<file path="src/rtl/ppr_pkg.sv">
// Shared definitions for the PPR score datapath: default widths and the
// encoding of the per-engine read-modify-write lock.
package ppr_pkg;

    localparam int DEF_ADDR_WIDTH = 13;
    localparam int DEF_DATA_WIDTH = 32;

    typedef enum logic {
        LOCK_FREE = 1'b0,
        LOCK_HELD = 1'b1
    } lock_state_t;

endpackage

</file>
<file path="src/rtl/score_bram_scheduler_rr_arbiter.sv">
// Round-robin pick over NUM_ENG eligible bits; the pointer advances past
// each winner and holds when nothing is eligible.
module rr_arbiter #(
    parameter int NUM_ENG = 4,
    parameter int IDX_W   = 2
) (
    input  logic               clk,
    input  logic               rst,
    input  logic [NUM_ENG-1:0] elig,
    output logic [NUM_ENG-1:0] winner,
    output logic [IDX_W-1:0]   win_idx,
    output logic               win_vld
);

    logic [IDX_W-1:0] rr_ptr;

    always_comb begin
        int idx;
        idx     = 0;
        winner  = '0;
        win_idx = '0;
        win_vld = 1'b0;
        for (int k = 0; k < NUM_ENG; k++) begin
            idx = int'(rr_ptr) + k;
            if (idx >= NUM_ENG) begin
                idx = idx - NUM_ENG;
            end
            if (!win_vld && elig[idx]) begin
                win_vld     = 1'b1;
                win_idx     = IDX_W'(idx);
                winner[idx] = 1'b1;
            end
        end
    end

    always_ff @(posedge clk) begin
        if (rst) begin
            rr_ptr <= '0;
        end else if (win_vld) begin
            rr_ptr <= (win_idx == IDX_W'(NUM_ENG - 1)) ? '0 : win_idx + IDX_W'(1);
        end
    end

endmodule

</file>
<file path="src/rtl/score_bram_scheduler.sv">
// Arbitrates diffusion engines onto one single-port score BRAM, holding
// per-engine address locks across read-modify-write so neighbour updates merge.
module score_bram_scheduler
    import ppr_pkg::*;
#(
    parameter int NUM_ENG    = 4,
    parameter int ADDR_WIDTH = DEF_ADDR_WIDTH,
    parameter int DATA_WIDTH = DEF_DATA_WIDTH,
    parameter int CNT_WIDTH  = 16
) (
    input  logic                          clk,
    input  logic                          rst,
    input  logic [NUM_ENG-1:0]            req,
    input  logic [NUM_ENG-1:0]            lock,
    input  logic [NUM_ENG-1:0]            we,
    input  logic [NUM_ENG*ADDR_WIDTH-1:0] addr,
    input  logic [NUM_ENG*DATA_WIDTH-1:0] wdata,
    output logic [NUM_ENG-1:0]            gnt,
    output logic [NUM_ENG-1:0]            conflict,
    output logic [NUM_ENG-1:0]            rvalid,
    output logic [DATA_WIDTH-1:0]         rdata,
    output logic                          bram_en,
    output logic                          bram_we,
    output logic [ADDR_WIDTH-1:0]         bram_addr,
    output logic [DATA_WIDTH-1:0]         bram_wdata,
    input  logic [DATA_WIDTH-1:0]         bram_rdata,
    output logic [CNT_WIDTH-1:0]          conflict_cnt
);

    localparam int IDX_W = $clog2(NUM_ENG);
    localparam int SUM_W = CNT_WIDTH + IDX_W + 1;

    lock_state_t           lock_st   [NUM_ENG];
    logic [ADDR_WIDTH-1:0] lock_addr [NUM_ENG];

    logic [NUM_ENG-1:0]    blocked;
    logic [NUM_ENG-1:0]    elig;
    logic [NUM_ENG-1:0]    winner;
    logic [IDX_W-1:0]      win_idx;
    logic                  win_vld;
    logic                  win_we;
    logic                  win_lock;
    logic [ADDR_WIDTH-1:0] win_addr;
    logic [DATA_WIDTH-1:0] win_wdata;
    logic [IDX_W:0]        n_blk;
    logic [NUM_ENG-1:0]    rd_vld_p1;
    logic [DATA_WIDTH-1:0] rdata_hold;

    function automatic logic [CNT_WIDTH-1:0] sat_add(input logic [CNT_WIDTH-1:0] cnt,
                                                     input logic [IDX_W:0]       inc);
        logic [SUM_W-1:0] sum;
        sum = SUM_W'(cnt) + SUM_W'(inc);
        if (sum > SUM_W'({CNT_WIDTH{1'b1}})) begin
            return {CNT_WIDTH{1'b1}};
        end
        return sum[CNT_WIDTH-1:0];
    endfunction

    // An engine is held off by any other engine's live lock on its address
    always_comb begin
        blocked = '0;
        for (int i = 0; i < NUM_ENG; i++) begin
            for (int j = 0; j < NUM_ENG; j++) begin
                if (j != i && lock_st[j] == LOCK_HELD &&
                    lock_addr[j] == addr[i*ADDR_WIDTH +: ADDR_WIDTH]) begin
                    blocked[i] = 1'b1;
                end
            end
        end
    end

    assign elig = req & ~gnt & ~blocked;

    always_comb begin
        n_blk = '0;
        for (int i = 0; i < NUM_ENG; i++) begin
            n_blk = n_blk + (IDX_W + 1)'(req[i] & blocked[i]);
        end
    end

    rr_arbiter #(
        .NUM_ENG (NUM_ENG),
        .IDX_W   (IDX_W)
    ) u_rr_arbiter (
        .clk     (clk),
        .rst     (rst),
        .elig    (elig),
        .winner  (winner),
        .win_idx (win_idx),
        .win_vld (win_vld)
    );

    assign win_we    = we[win_idx];
    assign win_lock  = lock[win_idx];
    assign win_addr  = addr[int'(win_idx)*ADDR_WIDTH +: ADDR_WIDTH];
    assign win_wdata = wdata[int'(win_idx)*DATA_WIDTH +: DATA_WIDTH];

    // Stage p1: grant and BRAM command registered one cycle after the request
    always_ff @(posedge clk) begin
        if (rst) begin
            gnt          <= '0;
            bram_en      <= 1'b0;
            bram_we      <= 1'b0;
            bram_addr    <= '0;
            bram_wdata   <= '0;
            rd_vld_p1    <= '0;
            conflict     <= '0;
            conflict_cnt <= '0;
        end else begin
            gnt          <= winner;
            bram_en      <= win_vld;
            bram_we      <= win_vld & win_we;
            rd_vld_p1    <= winner & {NUM_ENG{~win_we}};
            conflict     <= req & blocked;
            conflict_cnt <= sat_add(conflict_cnt, n_blk);
            if (win_vld) begin
                bram_addr  <= win_addr;
                bram_wdata <= win_wdata;
            end
        end
    end

    // Lock changes land on the grant edge so the next arbitration already sees them
    always_ff @(posedge clk) begin
        if (rst) begin
            for (int i = 0; i < NUM_ENG; i++) begin
                lock_st[i] <= LOCK_FREE;
            end
        end else if (win_vld) begin
            if (!win_we && win_lock) begin
                lock_st[win_idx] <= LOCK_HELD;
            end else if (win_we && lock_st[win_idx] == LOCK_HELD &&
                         lock_addr[win_idx] == win_addr) begin
                lock_st[win_idx] <= LOCK_FREE;
            end
        end
    end

    always_ff @(posedge clk) begin
        if (win_vld && !win_we && win_lock) begin
            lock_addr[win_idx] <= win_addr;
        end
    end

    // Stage p2: BRAM output is live; rdata passes it through and keeps it afterwards
    always_ff @(posedge clk) begin
        if (rst) begin
            rvalid     <= '0;
            rdata_hold <= '0;
        end else begin
            rvalid <= rd_vld_p1;
            if (|rvalid) begin
                rdata_hold <= bram_rdata;
            end
        end
    end

    assign rdata = (|rvalid) ? bram_rdata : rdata_hold;

endmodule

</file>
<file path="config.mk">
export PLATFORM = sky130hd
export DESIGN_NAME = score_bram_scheduler
export DESIGN_NICKNAME = d
export VERILOG_FILES = /design/src/rtl/ppr_pkg.sv /design/src/rtl/score_bram_scheduler_rr_arbiter.sv /design/src/rtl/score_bram_scheduler.sv
export SDC_FILE = /design/constraint.sdc
export NUM_CORES = 1
export LEC_CHECK = 0
export CELL_PAD_IN_SITES_DETAIL_PLACEMENT = 1
export CELL_PAD_IN_SITES_GLOBAL_PLACEMENT = 2
export CORE_MARGIN = 4
export CORE_UTILIZATION = 26
export CTS_CLUSTER_DIAMETER = 150
export DETAILED_ROUTE_END_ITERATION = 12
export MAX_ROUTING_LAYER = met4
export PLACE_DENSITY_LB_ADDON = 0.1
export SLEW_MARGIN = 5
export SYNTH_ARGS = -nofsm -noshare
export SYNTH_HDL_FRONTEND = slang
export SYNTH_SLANG_ARGS = --single-unit
</file>
<file path="constraint.sdc">
create_clock -name clk -period 5.48 [get_ports clk]
set_clock_uncertainty 0.05 [all_clocks]
set_input_delay 1.096 -clock clk [delete_from_list [all_inputs] [get_ports clk]]
set_output_delay 1.096 -clock clk [all_outputs]
set_load 0.01 [all_outputs]
</file>
## Word-level counts from Yosys, hierarchy flattened

Memories as Yosys holds them, arrays and structs flattened.
Index checks and enable logic that the tools add are counted.

| cells by class | value |
|---|---|
| add/subtract/negate cells | 12 |
| order comparisons | 14 |
| reductions and logical operators | 30 |
| shift-type cells | 2 |
| equality and inequality tests | 14 |
| bitwise gates (word level) | 16 |
| mux-type cells | 75 |
| $mul | 1 |

Operators with widths:

| cell | number |
|---|---|
| $eq 13x13->1 | 13 |
| $mux 32 | 5 |
| $ge 32x1->1 const B | 4 |
| $lt 32x4->1 const B | 4 |
| $shiftx 128x8->32 | 1 |
| $ge 32x4->1 const B | 3 |
| $sub 32x4->32 const B | 3 |
| $shiftx 52x7->13 | 1 |
| $mux 1 | 48 |
| $mux 16 | 2 |
| $logic_and 1x1->1 | 24 |
| $add 16x3->17 | 1 |
| $gt 17x16->1 const B | 1 |
| $and 4x4->4 | 4 |
| $mux 4 | 4 |
| $bmux 1 s2 | 6 |
| $mux 2 | 6 |
| $or 4x4->4 | 3 |
| $demux 1 s2 | 4 |
| $not 4->4 | 2 |
| $add 2x2->3 const B | 2 |
| $mul 2x4->6 const B | 1 |
| $and 1x1->1 | 5 |
| $logic_not 1->1 | 4 |
| other kinds (13) | 13 |

| word-level totals | value |
|---|---|
| input port bits | 226 |
| bits in writable memories | 56 |
| register bits after elaboration | 113 |
| memories | 2 |
| word-level logic and storage cells | 177 |
| output and inout port bits | 107 |

Memory list:

| name | depth | width | rd ports | clocked after memory_dff | write ports | line | text |
|---|---|---|---|---|---|---|---|
| lock_addr | 4 | 13 | 5 | 0 | 1 | score_bram_scheduler.sv:34 | `logic [ADDR_WIDTH-1:0] lock_addr [NUM_ENG];` |
| lock_st | 4 | 1 | 5 | 0 | 4 | score_bram_scheduler.sv:33 | `lock_state_t lock_st [NUM_ENG];` |

## Depth between registers and ports, before layout

Gate-level depths: netlist (run 1).
An unclocked memory read counts as a cell.

| depth | value |
|---|---|
| depth after elaboration | 33 |
| gate-level depth with buffers | 15 |

## Modules after synthesis

A second synthesis (run 1) with hierarchy kept.

| second synthesis, totals | value |
|---|---|
| cells, all modules | 848 |
| area total of the unflattened synthesis | 9912.0 sq um |

Modules (own cells, without submodules):

| module | area an instance (sq um) | cells each | instances |
|---|---|---|---|
| score_bram_scheduler | 9237.6 | 768 | 1 |
| rr_arbiter | 674.4 | 80 | 1 |

## Worst setup path after synthesis (run 1)

Ideal clock, no wire load.

| path | value |
|---|---|
| kind | input to register |
| from | in addr[30] |
| to | mem lock_addr[1][0] in the netlist's numbering (enable) |
| library setup time | 422 ps |
| arrival time | 5248 ps |
| cell stages on the path | 12 |
| required time | 5008 ps |
| path slack | -239 ps |
| buffers on the path | 3 |
| cells stage by stage | clkbuf_1 xnor2_1 nand4_1 or4_4 a41oi_2 a2111oi_4 nand2b_2 a211o_1 buf_6 mux4_2 buf_6 nor4b_1 |

| on the way | value |
|---|---|
| longest elaborated chain between the ends | 27 |

RTL lines:

| item | line | text |
|---|---|---|
| from (decl) | score_bram_scheduler.sv:16 | `input logic [NUM_ENG*ADDR_WIDTH-1:0] addr,` |
| $eq 13x13->1 | score_bram_scheduler.sv:65 | `lock_addr[j] == addr[i*ADDR_WIDTH +: ADDR_WIDTH]) begin` |
| $logic_and 1x1->1 | score_bram_scheduler.sv:64 | `if (j != i && lock_st[j] == LOCK_HELD &&` |
| $mux 1 (2 in a row) | score_bram_scheduler.sv:64 |  |
| $mux 1 (*) | score_bram_scheduler.sv:64 |  |
| $not 4->4 (*) | score_bram_scheduler.sv:72 | `assign elig = req & ~gnt & ~blocked;` |
| $and 4x4->4 (*) | score_bram_scheduler.sv:72 |  |
| $bmux 1 s2 | score_bram_scheduler_rr_arbiter.sv:28 | `if (!win_vld && elig[idx]) begin` |
| $mux 1 (not written as such) (2 in a row) | score_bram_scheduler_rr_arbiter.sv:28 |  |
| (+8 left out) | - |  |
| $logic_and 1x1->1 | score_bram_scheduler_rr_arbiter.sv:28 |  |
| $mux 2 | score_bram_scheduler_rr_arbiter.sv:28 |  |
| $bmux 1 s2 | score_bram_scheduler.sv:93 | `assign win_we = we[win_idx];` |
| $mux 1 (not written as such) | score_bram_scheduler.sv:93 |  |
| $logic_not 1->1 | score_bram_scheduler.sv:140 | `if (win_vld && !win_we && win_lock) begin` |
| $logic_and 1x1->1 (2 in a row) | score_bram_scheduler.sv:140 |  |
| $mux 1 | score_bram_scheduler.sv:140 |  |
| $mux 1 (not written as such) | score_bram_scheduler.sv:141 | `lock_addr[win_idx] <= win_addr;` |
| to (decl) | score_bram_scheduler.sv:34 |  |

Mark *: on every way between the ends. The rest lies on a longest branch, timed or not. The select of a mux whose other input is x is not followed.

## Worst setup path after layout (run 1)

| path | value |
|---|---|
| from | in addr[19] |
| to | mem lock_addr[0][7] in the netlist's numbering (enable) |

Same word-level chain as after synthesis.

==> impl_summary.log, run 1 <==
[metrics] starting density of the core: 26.26%
[metrics] r2r worst-path depth: 11
[metrics] number of maximum-capacitance violations: 0
[metrics] antenna violations before repair: 3
[metrics] upper clock frequency limit: 0.1944 GHz
[metrics] Worst Hold Class: reg2reg
[metrics] area of the mapped netlist: 10430 sq um
[metrics] worst-margin pin slew: 893.0 ps
[metrics] RSZ-0062 raised after global routing: false
[metrics] final count of hold timing violations: 0
[metrics] final estimated routing congestion in global placement: 0.8824
[metrics] post-cts sizing count: 0
[metrics] clock buffer count from CTS: 17
[metrics] total congestion overflow: 0
[metrics] largest net degree at the start of global routing: 48
[metrics] Detail Placement HPWL: 36.08 mm
[metrics] Crit Path Class: in2reg
[metrics] average wire per standard cell: 24.78 um
[metrics] total number of placement rows: 73
[metrics] number of synthesized flops with an enable pin: 56
[metrics] wire length after detailed routing: 44.76 mm
[metrics] power density over the cells: 529.2 nW/um^2
[metrics] largest driver fanout on the critical path: 13
[metrics] number of endpoints failing setup at the final stage: 0
[metrics] post-layout utilization of the core: 37.47%
[metrics] maximum buffer depth of the clock tree: 2
[metrics] post-layout min period: 5144 ps
[metrics] Critical-path top delay cell: sky130_fd_sc_hd__clkdlybuf4s50_1
[metrics] maximum cell stage delay along the critical path: 780 ps
[metrics] worst-path cell chain: clkdlybuf4s50_1 > xnor2_1 > nand4_1 > nor4_1 > nor4_1 > buf_4 > mux2_2 > and4bb_1 > a211o_1 > mux4_2 > nor4b_2 > buf_4
[metrics] via count: 8946
[metrics] total of warnings raised by yosys: 0
[metrics] leading cell types in the layout, fill and taps excluded: sky130_fd_sc_hd__clkdlybuf4s50_1 (332), sky130_fd_sc_hd__xnor2_1 (176), sky130_fd_sc_hd__dfxtp_1 (113), sky130_fd_sc_hd__edfxtp_1 (56), sky130_fd_sc_hd__nand4_1 (48)
[metrics] latest clock arrival within the worst-skew pair: 460 ps
[metrics] leading cell type in the layout, fill and taps excluded: sky130_fd_sc_hd__clkdlybuf4s50_1
[metrics] area of the die: 43390 sq um
[metrics] proportion of synthesized flip-flops having asynchronous set or reset: 0%
[metrics] number of sinks on the clock net: 169
[metrics] die span in x: 208.3 um
[metrics] max-slew violation count: 0
[metrics] Port Buf Inserts: 332
[metrics] Post-Syn Instances: 994
[metrics] count of routing violations after the opening detailed-route iteration: 583
[metrics] # hold bufs at CTS: 0
[metrics] Worst Setup Start Kind: input port
[metrics] post-place setup slack: -35.16 ps
[metrics] DRT antenna net count: 0
[metrics] number of unique standard cell types used by synthesis: 65
[metrics] Hold Path Stages: 1
[metrics] Required @ worst endpoint: 5570 ps
[metrics] share of the cycle needed by the critical path after routing: 93.86%
[metrics] worst IR drop on VDD: 221.0 uV
[metrics] via count of the first global-routing pass: 9443
[metrics] average footprint of a synthesized cell: 10.50 sq um
[metrics] Clock Pin Slew Worst Setup and Hold Paths: 60 ps
[metrics] CTS tree: built
[metrics] relative slew slack: 40.38%
[metrics] height of the chip: 208.3 um
[metrics] wire length of the first global-routing pass: 64.73 mm
[metrics] setup bufs post-CTS: 0
[metrics] flip-flop and latch count after synthesis: 169
[metrics] H-tree depth: 4
[metrics] Core ar.: 39730 sq um
[metrics] GRT Total Usage: 20.65%
[metrics] status: finished clean
[metrics] DR vias/cell: 4.953
[metrics] post-synthesis sequential area ratio: 37.80%
[metrics] most used flip-flop cell after synthesis: sky130_fd_sc_hd__dfxtp_1
[metrics] relative area change from synthesis to final layout: 42.72%
[metrics] DRC violations left: 0
[metrics] standby leakage power: 0.005190 uW
[metrics] count of boundary I/O pins: 333
[metrics] ratio of cells with drive above 1 in the final layout: 12.51%
[metrics] Data arrival, critical path: 5230 ps
[metrics] critical path capture point type: flip-flop
[metrics] Syn Nets: 1236
[metrics] number of detailed-routing iterations run before antenna repair: 5
[metrics] root cell of the clock tree: sky130_fd_sc_hd__clkbuf_16
[metrics] Fin Setup TNS: 0 ps
[metrics] Final Worst Setup Slack: 336.4 ps
[metrics] final net count: 1509
cells in the mapped netlist (3+ instances only):
cell type	count	area (sq um)
sky130_fd_sc_hd__ha_1	13	162.7
sky130_fd_sc_hd__o31ai_1	5	37.54
sky130_fd_sc_hd__nor2_1	13	48.80
sky130_fd_sc_hd__fa_1	3	60.06
sky130_fd_sc_hd__a22o_1	47	411.6
sky130_fd_sc_hd__nand2_1	31	116.4
sky130_fd_sc_hd__buf_6	3	33.78
sky130_fd_sc_hd__buf_2	37	185.2
sky130_fd_sc_hd__xnor2_1	176	1541
sky130_fd_sc_hd__o21ai_0	13	65.06
sky130_fd_sc_hd__or3_1	4	25.02
sky130_fd_sc_hd__nand3_1	17	85.08
sky130_fd_sc_hd__nor4_1	16	100.1
sky130_fd_sc_hd__o2111ai_1	4	35.03
sky130_fd_sc_hd__clkbuf_1	54	202.7
sky130_fd_sc_hd__o22ai_1	5	31.28
sky130_fd_sc_hd__a211oi_1	5	37.54
sky130_fd_sc_hd__mux4_2	33	743.2
sky130_fd_sc_hd__a2111oi_0	4	35.03
sky130_fd_sc_hd__and2_1	35	219.0
sky130_fd_sc_hd__dfxtp_1	113	2262
sky130_fd_sc_hd__mux2i_1	41	410.4
sky130_fd_sc_hd__nor3_1	7	35.03
sky130_fd_sc_hd__inv_1	38	142.6
sky130_fd_sc_hd__edfxtp_1	56	1682
sky130_fd_sc_hd__a41oi_1	7	61.31
sky130_fd_sc_hd__a21oi_1	19	95.09
sky130_fd_sc_hd__a222oi_1	3	30.03
sky130_fd_sc_hd__clkbuf_2	26	130.1
sky130_fd_sc_hd__nor4b_1	5	43.79
sky130_fd_sc_hd__nor2b_1	11	68.82
sky130_fd_sc_hd__mux2_2	35	394.1
sky130_fd_sc_hd__nand4_1	48	300.3
sky130_fd_sc_hd__a31oi_1	4	25.02
sky130_fd_sc_hd__nand2b_1	3	18.77
sky130_fd_sc_hd__or4_1	6	45.04
sky130_fd_sc_hd__xor2_1	17	148.9
sky130_fd_sc_hd__o2bb2ai_1	5	43.79
kinds of logic after synthesis:
family,Yosys count,share of synthesized area (%)
compound gates,138,10.47
xor+xnor,193,16.20
fa+ha+maj,16,2.135
buf+inv,160,6.764
flops,169,37.80
mux,109,14.84
simple gates,209,11.79
layout make-up:
| class | count | area, sq um |
|---|---|---|
| clock inverter | 13 | 145.1 |
| antenna | 2 | 5.005 |
| timing repair buffer | 375 | 3734 |
| clock buffer | 18 | 429.2 |
| tap | 525 | 656.9 |
| multi-input combinational | 665 | 5829 |
| inverter | 39 | 146.4 |
| sequential | 169 | 3944 |
| fill | 4364 | 24840 |
sequential cells by signal (all words and copies together), names as in the netlist:
| signal | count |
|---|---|
| gnt | 4 |
| bram_we | 1 |
| lock_addr | 52 |
| conflict_cnt | 16 |
| bram_addr | 13 |
| rd_vld_p1 | 4 |
| bram_wdata | 32 |
| u_rr_arbiter.rr_ptr | 2 |
| rdata_hold | 32 |
| rvalid | 4 |
| bram_en | 1 |
| conflict | 4 |
| lock_st | 4 |
worst max-delay path, delay by kind of cell:
kind	cells	cell delay, ps
simple gates	5	1460
buf+inv	3	1250
mux	2	890
compound gates	1	340
xor+xnor	1	180
routing by layer:
metal	share of wire, %	wire length (um)	track usage (%)
met4	1.3	597	4.530
met2	50	22580	34.88
met5	0	0	-
met1	44	19520	26.25
met3	4.6	2061	3.257
per-stage QoR:
| step | power (uW) | instance area (sq um) | instances | hold slack [ps] |
|---|---|---|---|---|
| finish | 7879 | 14890 | 1806 | 390.8 |
| global placement | 6701 | 14310 | 1773 | 368.4 |
| floorplan | 4725 | 10430 | 994 | 363.8 |
| global route | 8324 | 14890 | 1806 | 408.9 |
| detailed placement | 6704 | 14310 | 1773 | 375.8 |
| CTS | 7990 | 14880 | 1804 | 391.8 |
worst paths after layout:
kind / from / slack, ps / end
worst max-delay path: addr[19] / 340 / lock_addr[0][7]$_DFFE_PP_
worst min-delay path: rd_vld_p1[3]$_SDFF_PP0_ / 390 / rvalid[3]$_SDFF_PP0_
worst max register to register: lock_addr[3][10]$_DFFE_PP_ / 1080 / lock_addr[0][7]$_DFFE_PP_
worst min register to register: rd_vld_p1[3]$_SDFF_PP0_ / 390 / rvalid[3]$_SDFF_PP0_
power by group:
group          total, uW  internal, uW  switching, uW  leakage [uW]
combinational       4330          2250           2080       0.00348
sequential          2310          1850            451       0.00144
clock               1240           675            568      0.000271
total               7880          4780           3100       0.00519
(Power assumes the default switching activity.)
==> run 2, diff against run 1 <==
MAX_ROUTING_LAYER = not set   (was met4)
SLEW_MARGIN = 25   (was 5)
==> run 2 against run 1 <==
Effect of this change:
- utilization is 0.22 points higher
- first-iteration DRC count is 10% lower
- sequential cell count stayed put
- die area is the same
- total power is 2.2% higher
- cell area grew 0.58%
- non-clock buffer count increased by 5
- sequential power about the same
- sequential share of layout area is 0.15 points lower
- clock power is 9.7% higher
- via count is 0.26% lower
==> impl_summary.log, run 2 (synthesized netlist as in run 1, its figures left out) <==
[metrics] area of the die: 43390 sq um
[metrics] Detail Placement HPWL: 36.29 mm
[metrics] leading cell types in the layout, fill and taps excluded: sky130_fd_sc_hd__clkdlybuf4s50_1 (332), sky130_fd_sc_hd__xnor2_1 (176), sky130_fd_sc_hd__dfxtp_1 (113), sky130_fd_sc_hd__edfxtp_1 (56), sky130_fd_sc_hd__nand4_1 (48)
[metrics] die span in x: 208.3 um
[metrics] number of non-filler instances in the completed layout: 1811
[metrics] upper clock frequency limit: 0.1968 GHz
[metrics] Worst R2R End: lock_addr[3][9]$_DFFE_PP_
[metrics] post-cts sizing count: 0
[metrics] Crit Path Class: in2reg
[metrics] Final Worst Setup Slack: 399.5 ps
[metrics] RSZ-0062 raised after global routing: false
[metrics] largest registers: lock_addr: 52 flops, bram_wdata: 32 flops, rdata_hold: 32 flops
[metrics] final count of hold timing violations: 0
[metrics] Required @ worst endpoint: 5810 ps
[metrics] Worst Setup Start Kind: input port
[metrics] Final Total Pwr: 8054 uW
[metrics] clock buffer count from CTS: 17
[metrics] post-detailed-placement cell area: 14340 sq um
[metrics] share of the cycle needed by the critical path after routing: 92.71%
[metrics] number of sinks on the clock net: 169
[metrics] relative area change from synthesis to final layout: 43.55%
[metrics] number of endpoints failing setup at the final stage: 0
[metrics] r2r worst-path depth: 10
[metrics] # hold bufs at CTS: 0
[metrics] antenna violations before repair: 3
[metrics] power density over the cells: 537.8 nW/um^2
[metrics] worst IR drop on VDD: 326.1 uV
[metrics] DRT antenna net count: 0
[metrics] total number of placement rows: 73
[metrics] final net count: 1514
[metrics] relative slew slack: 40.61%
[metrics] count of routing violations after the opening detailed-route iteration: 523
[metrics] post-place setup slack: -77.18 ps
[metrics] Port Buf Inserts: 332
[metrics] post-layout min period: 5081 ps
[metrics] Core ar.: 39730 sq um
[metrics] Hold Path Stages: 1
[metrics] wire length of the first global-routing pass: 64.72 mm
[metrics] maximum buffer depth of the clock tree: 2
[metrics] ratio of cells with drive above 1 in the final layout: 13.00%
[metrics] critical path capture point type: flip-flop
[metrics] largest net degree at the start of global routing: 48
[metrics] Crit Reg-Reg Startpoint: lock_addr[2][5]$_DFFE_PP_
[metrics] leading cell type in the layout, fill and taps excluded: sky130_fd_sc_hd__clkdlybuf4s50_1
[metrics] root cell of the clock tree: sky130_fd_sc_hd__clkbuf_16
[metrics] startpoint of the lowest-slack hold path: rd_vld_p1[2]$_SDFF_PP0_
[metrics] standby leakage power: 0.005240 uW
[metrics] via count of the first global-routing pass: 9462
[metrics] height of the chip: 208.3 um
[metrics] total congestion overflow: 0
[metrics] FF-to-FF setup slack: 1100 ps
[metrics] number of flip-flops in the largest register: 52
[metrics] DR vias/cell: 4.927
[metrics] GRT Total Usage: 20.23%
[metrics] worst min-delay path endpoint: rvalid[2]$_SDFF_PP0_
[metrics] CTS tree: built
[metrics] max-slew violation count: 0
[metrics] H-tree depth: 4
[metrics] via count: 8923
[metrics] count of boundary I/O pins: 333
[metrics] worst-margin pin slew: 885.4 ps
[metrics] wire length after detailed routing: 45.08 mm
[metrics] final design area excluding fillers: 14980 sq um
[metrics] starting density of the core: 26.26%
[metrics] Worst Hold Class: reg2reg
[metrics] number of detailed-routing iterations run before antenna repair: 5
[metrics] latest clock arrival within the worst-skew pair: 460 ps
[metrics] setup bufs post-CTS: 0
[metrics] largest driver fanout on the critical path: 11
[metrics] Data arrival, critical path: 5410 ps
[metrics] total instance count after detailed placement: 1778
[metrics] DRC violations left: 0
[metrics] average wire per standard cell: 24.89 um
[metrics] final estimated routing congestion in global placement: 0.9135
[metrics] status: finished clean
[metrics] number of maximum-capacitance violations: 0
[metrics] top register by number of flip-flops: lock_addr
[metrics] Post-Route Hold Slack: 393.9 ps
[metrics] Clock Pin Slew Worst Setup and Hold Paths: 70 ps
## run 2: worst max-delay path by stage
stage / slack, ps / end / from / cells past startpoint
3_5_place_dp: -80 / conflict_cnt[11]$_SDFF_PP0_ / addr[2] / 15
3_3_place_gp: 5 / lock_addr[1][0]$_DFFE_PP_ / addr[21] / 12
5_1_grt: 40 / conflict_cnt[11]$_SDFF_PP0_ / addr[2] / 15
6_report: 400 / conflict_cnt[11]$_SDFF_PP0_ / addr[2] / 15
4_1_cts: 410 / lock_addr[3][2]$_DFFE_PP_ / addr[21] / 12
2_1_floorplan: -240 / lock_addr[1][0]$_DFFE_PP_ / addr[30] / 12
## run 2: layer usage
| metal | global-route usage [%] | part of all wire (%) | wire length [um] |
|---|---|---|---|
| met5 | 0 | 0 | 0 |
| met4 | 5.730 | 1.9 | 852 |
| met3 | 3.649 | 4.9 | 2217 |
| met2 | 34.33 | 50 | 22520 |
| met1 | 26.47 | 43 | 19490 |
## run 2: cell type report
| type | count | area [sq um] |
|---|---|---|
| Timing Repair Buffer | 380 | 3759 |
| Tap cell | 525 | 656.9 |
| Fill cell | 4399 | 24760 |
| Inverter | 39 | 146.4 |
| Clock inverter | 15 | 212.7 |
| Sequential cell | 169 | 3944 |
| Multi-Input combinational cell | 665 | 5829 |
| Antenna cell | 1 | 2.502 |
| Clock buffer | 17 | 425.4 |
## run 2: through the flow
stage / util [%] / TNS, ps
after global routing: 37.69 / 0
after global placement: 36.08 / 0
after floorplan: - / -11940
after CTS: 37.69 / 0
final: 37.69 / 0
after detailed placement: 36.08 / -2447
## run 2: critical path, stage by stage
cell                              delay, ps
sky130_fd_sc_hd__clkdlybuf4s50_1        580
sky130_fd_sc_hd__xnor2_1                370
sky130_fd_sc_hd__nand4_1                120
sky130_fd_sc_hd__or4_1                  550
sky130_fd_sc_hd__a31oi_1                550
sky130_fd_sc_hd__fa_1                   260
sky130_fd_sc_hd__inv_1                   50
sky130_fd_sc_hd__fa_1                   380
sky130_fd_sc_hd__inv_1                   80
sky130_fd_sc_hd__fa_1                   270
sky130_fd_sc_hd__nand3_1                160
sky130_fd_sc_hd__nor3_1                 380
sky130_fd_sc_hd__nand4_1                190
sky130_fd_sc_hd__buf_4                  220
sky130_fd_sc_hd__a21oi_1                140
## run 2: power by group
group	switching [uW]	leakage (uW)	internal [uW]
registers	454	0.00144	1850
logic	2100	0.00349	2290
clock network	582	0.000307	774
total	3130	0.00524	4920
==> run 3, diff against run 2 <==
RECOVER_POWER = 25   (was not set)
==> run 3 against run 2 <==
Effect of this change:
- die area stayed put
- via count is 0.43% higher
- clock-buffer cell count stayed put
- global-route usage stayed put
- sequential cell count stayed put
- largest cell class unchanged
- clock power hardly changed
- critical path depth is 4 lower
- cell count stayed put
- hold slack hardly changed
- maximum frequency is 0.35% higher
==> impl_summary.log, run 3 (synthesized netlist as in run 1, its figures left out) <==
[metrics] Worst Hold Class: reg2reg
[metrics] Fin Setup TNS: 0 ps
[metrics] number of sinks on the clock net: 169
[metrics] number of maximum-capacitance violations: 0
[metrics] largest net degree at the start of global routing: 48
[metrics] wl on met1: 19.26 mm
[metrics] average wire per standard cell: 24.86 um
[metrics] worst-margin pin slew: 885.1 ps
[metrics] critical path capture point type: flip-flop
[metrics] Data arrival, critical path: 5160 ps
[metrics] top register by number of flip-flops: lock_addr
[metrics] root cell of the clock tree: sky130_fd_sc_hd__clkbuf_16
[metrics] final count of hold timing violations: 0
[metrics] clock buffer count from CTS: 17
[metrics] leading cell type in the layout, fill and taps excluded: sky130_fd_sc_hd__clkdlybuf4s50_1
[metrics] worst IR drop on VDD: 327.0 uV
[metrics] Crit Path Class: in2reg
[metrics] GRT Total Usage: 20.23%
[metrics] setup bufs post-CTS: 0
[metrics] Required @ worst endpoint: 5580 ps
[metrics] leading cell types in the layout, fill and taps excluded: sky130_fd_sc_hd__clkdlybuf4s50_1 (268), sky130_fd_sc_hd__xnor2_1 (176), sky130_fd_sc_hd__dfxtp_1 (113), sky130_fd_sc_hd__dlygate4sd3_1 (64), sky130_fd_sc_hd__edfxtp_1 (56)
[metrics] H-tree depth: 4
[metrics] final design area excluding fillers: 14980 sq um
[metrics] status: finished clean
[metrics] height of the chip: 208.3 um
[metrics] maximum buffer depth of the clock tree: 2
[metrics] met3 WL post-DR: 2.356 mm
[metrics] post-layout utilization of the core: 37.69%
[metrics] # hold bufs at CTS: 0
[metrics] Final Worst Setup Slack: 417.1 ps
[metrics] via count of the first global-routing pass: 9462
[metrics] die span in x: 208.3 um
[metrics] number of flip-flops in the largest register: 52
[metrics] worst-path cell chain: clkdlybuf4s50_1 > xnor2_1 > nand4_1 > nor4_1 > nor3_1 > mux2_2 > and4bb_1 > a211o_1 > mux4_2 > nor4b_2 > buf_4
[metrics] number of endpoints failing setup at the final stage: 0
[metrics] upper clock frequency limit: 0.1975 GHz
[metrics] largest registers: lock_addr: 52 flops, bram_wdata: 32 flops, rdata_hold: 32 flops
[metrics] final estimated routing congestion in global placement: 0.9135
[metrics] Clock Pin Slew Worst Setup and Hold Paths: 70 ps
[metrics] Core ar.: 39730 sq um
[metrics] post-cts sizing count: 0
[metrics] Port Buf Inserts: 332
[metrics] total number of placement rows: 73
[metrics] share of the cycle needed by the critical path after routing: 92.39%
[metrics] latest clock arrival within the worst-skew pair: 460 ps
[metrics] post-layout min period: 5063 ps
[metrics] area of the die: 43390 sq um
[metrics] relative area change from synthesis to final layout: 43.55%
[metrics] buffers and inverters on the worst path: 2
[metrics] Worst Setup Start Kind: input port
[metrics] antenna violations before repair: 3
[metrics] count of routing violations after the opening detailed-route iteration: 496
[metrics] post-place setup slack: -77.18 ps
[metrics] starting density of the core: 26.26%
[metrics] DRC violations left: 0
[metrics] DRT antenna net count: 0
[metrics] Critical-path top delay cell: sky130_fd_sc_hd__nor4_1
[metrics] post-detailed-placement cell area: 14340 sq um
[metrics] kind of cell with the highest combined delay on the critical path: simple AND/OR/NAND/NOR gates
[metrics] total length of routed met2 wires: 22.54 mm
[metrics] RSZ-0062 raised after global routing: false
[metrics] wire length after detailed routing: 45.03 mm
[metrics] number of detailed-routing iterations run before antenna repair: 5
[metrics] CTS tree: built
[metrics] wire length of the first global-routing pass: 64.72 mm
[metrics] Detail Placement HPWL: 36.29 mm
[metrics] standby leakage power: 0.005390 uW
[metrics] power density over the cells: 532.7 nW/um^2
[metrics] relative slew slack: 40.63%
[metrics] DR vias/cell: 4.948
[metrics] maximum cell stage delay along the critical path: 630 ps
[metrics] via count: 8961
[metrics] count of boundary I/O pins: 333
[metrics] total congestion overflow: 0
[metrics] uppermost signal routing layer after detailed routing: met4
[metrics] ratio of cells with drive above 1 in the final layout: 13.00%
[metrics] max-slew violation count: 0
[metrics] Final Total Pwr: 7977 uW
[metrics] largest driver fanout on the critical path: 13
[metrics] final net count: 1514
-- run 3: stage by stage --
step,instances,hold WS [ps]
finish,1811,393.9
global route,1811,415.6
CTS,1810,398.9
global placement,1778,369.9
floorplan,994,363.8
detailed placement,1778,382.8
-- run 3: final timing paths --
path | start | endpoint | slack [ps] | depth (start not counted)
hold / removal | rd_vld_p1[2]$_SDFF_PP0_ | rvalid[2]$_SDFF_PP0_ | 390 | 1
hold reg to reg | rd_vld_p1[2]$_SDFF_PP0_ | rvalid[2]$_SDFF_PP0_ | 390 | 1
setup reg to reg | lock_addr[2][8]$_DFFE_PP_ | lock_addr[3][9]$_DFFE_PP_ | 1110 | 10
setup / recovery | addr[43] | lock_addr[3][9]$_DFFE_PP_ | 420 | 11
-- run 3: report_power, final --
part	internal, uW	leakage (uW)	switching [uW]
sequential	1850	0.00144	445
clock	774	0.000307	582
combinational	2230	0.00364	2100
total	4850	0.00539	3120
-- run 3: layer usage --
layer / track usage, % / vias to the layer above
met1: 26.47 / 4518
met4: 5.730 / 0
met2: 34.33 / 289
met3: 3.649 / 40
li1: - / 4114
met5: 0 / -
-- run 3: cell type report --
type	count	area, sq um
Fill cell	4399	24760
Multi-Input combinational cell	665	5829
Sequential cell	169	3944
Timing Repair Buffer	380	3759
Tap cell	525	656.9
Clock buffer	17	425.4
Clock inverter	15	212.7
Inverter	39	146.4
Antenna cell	1	2.502
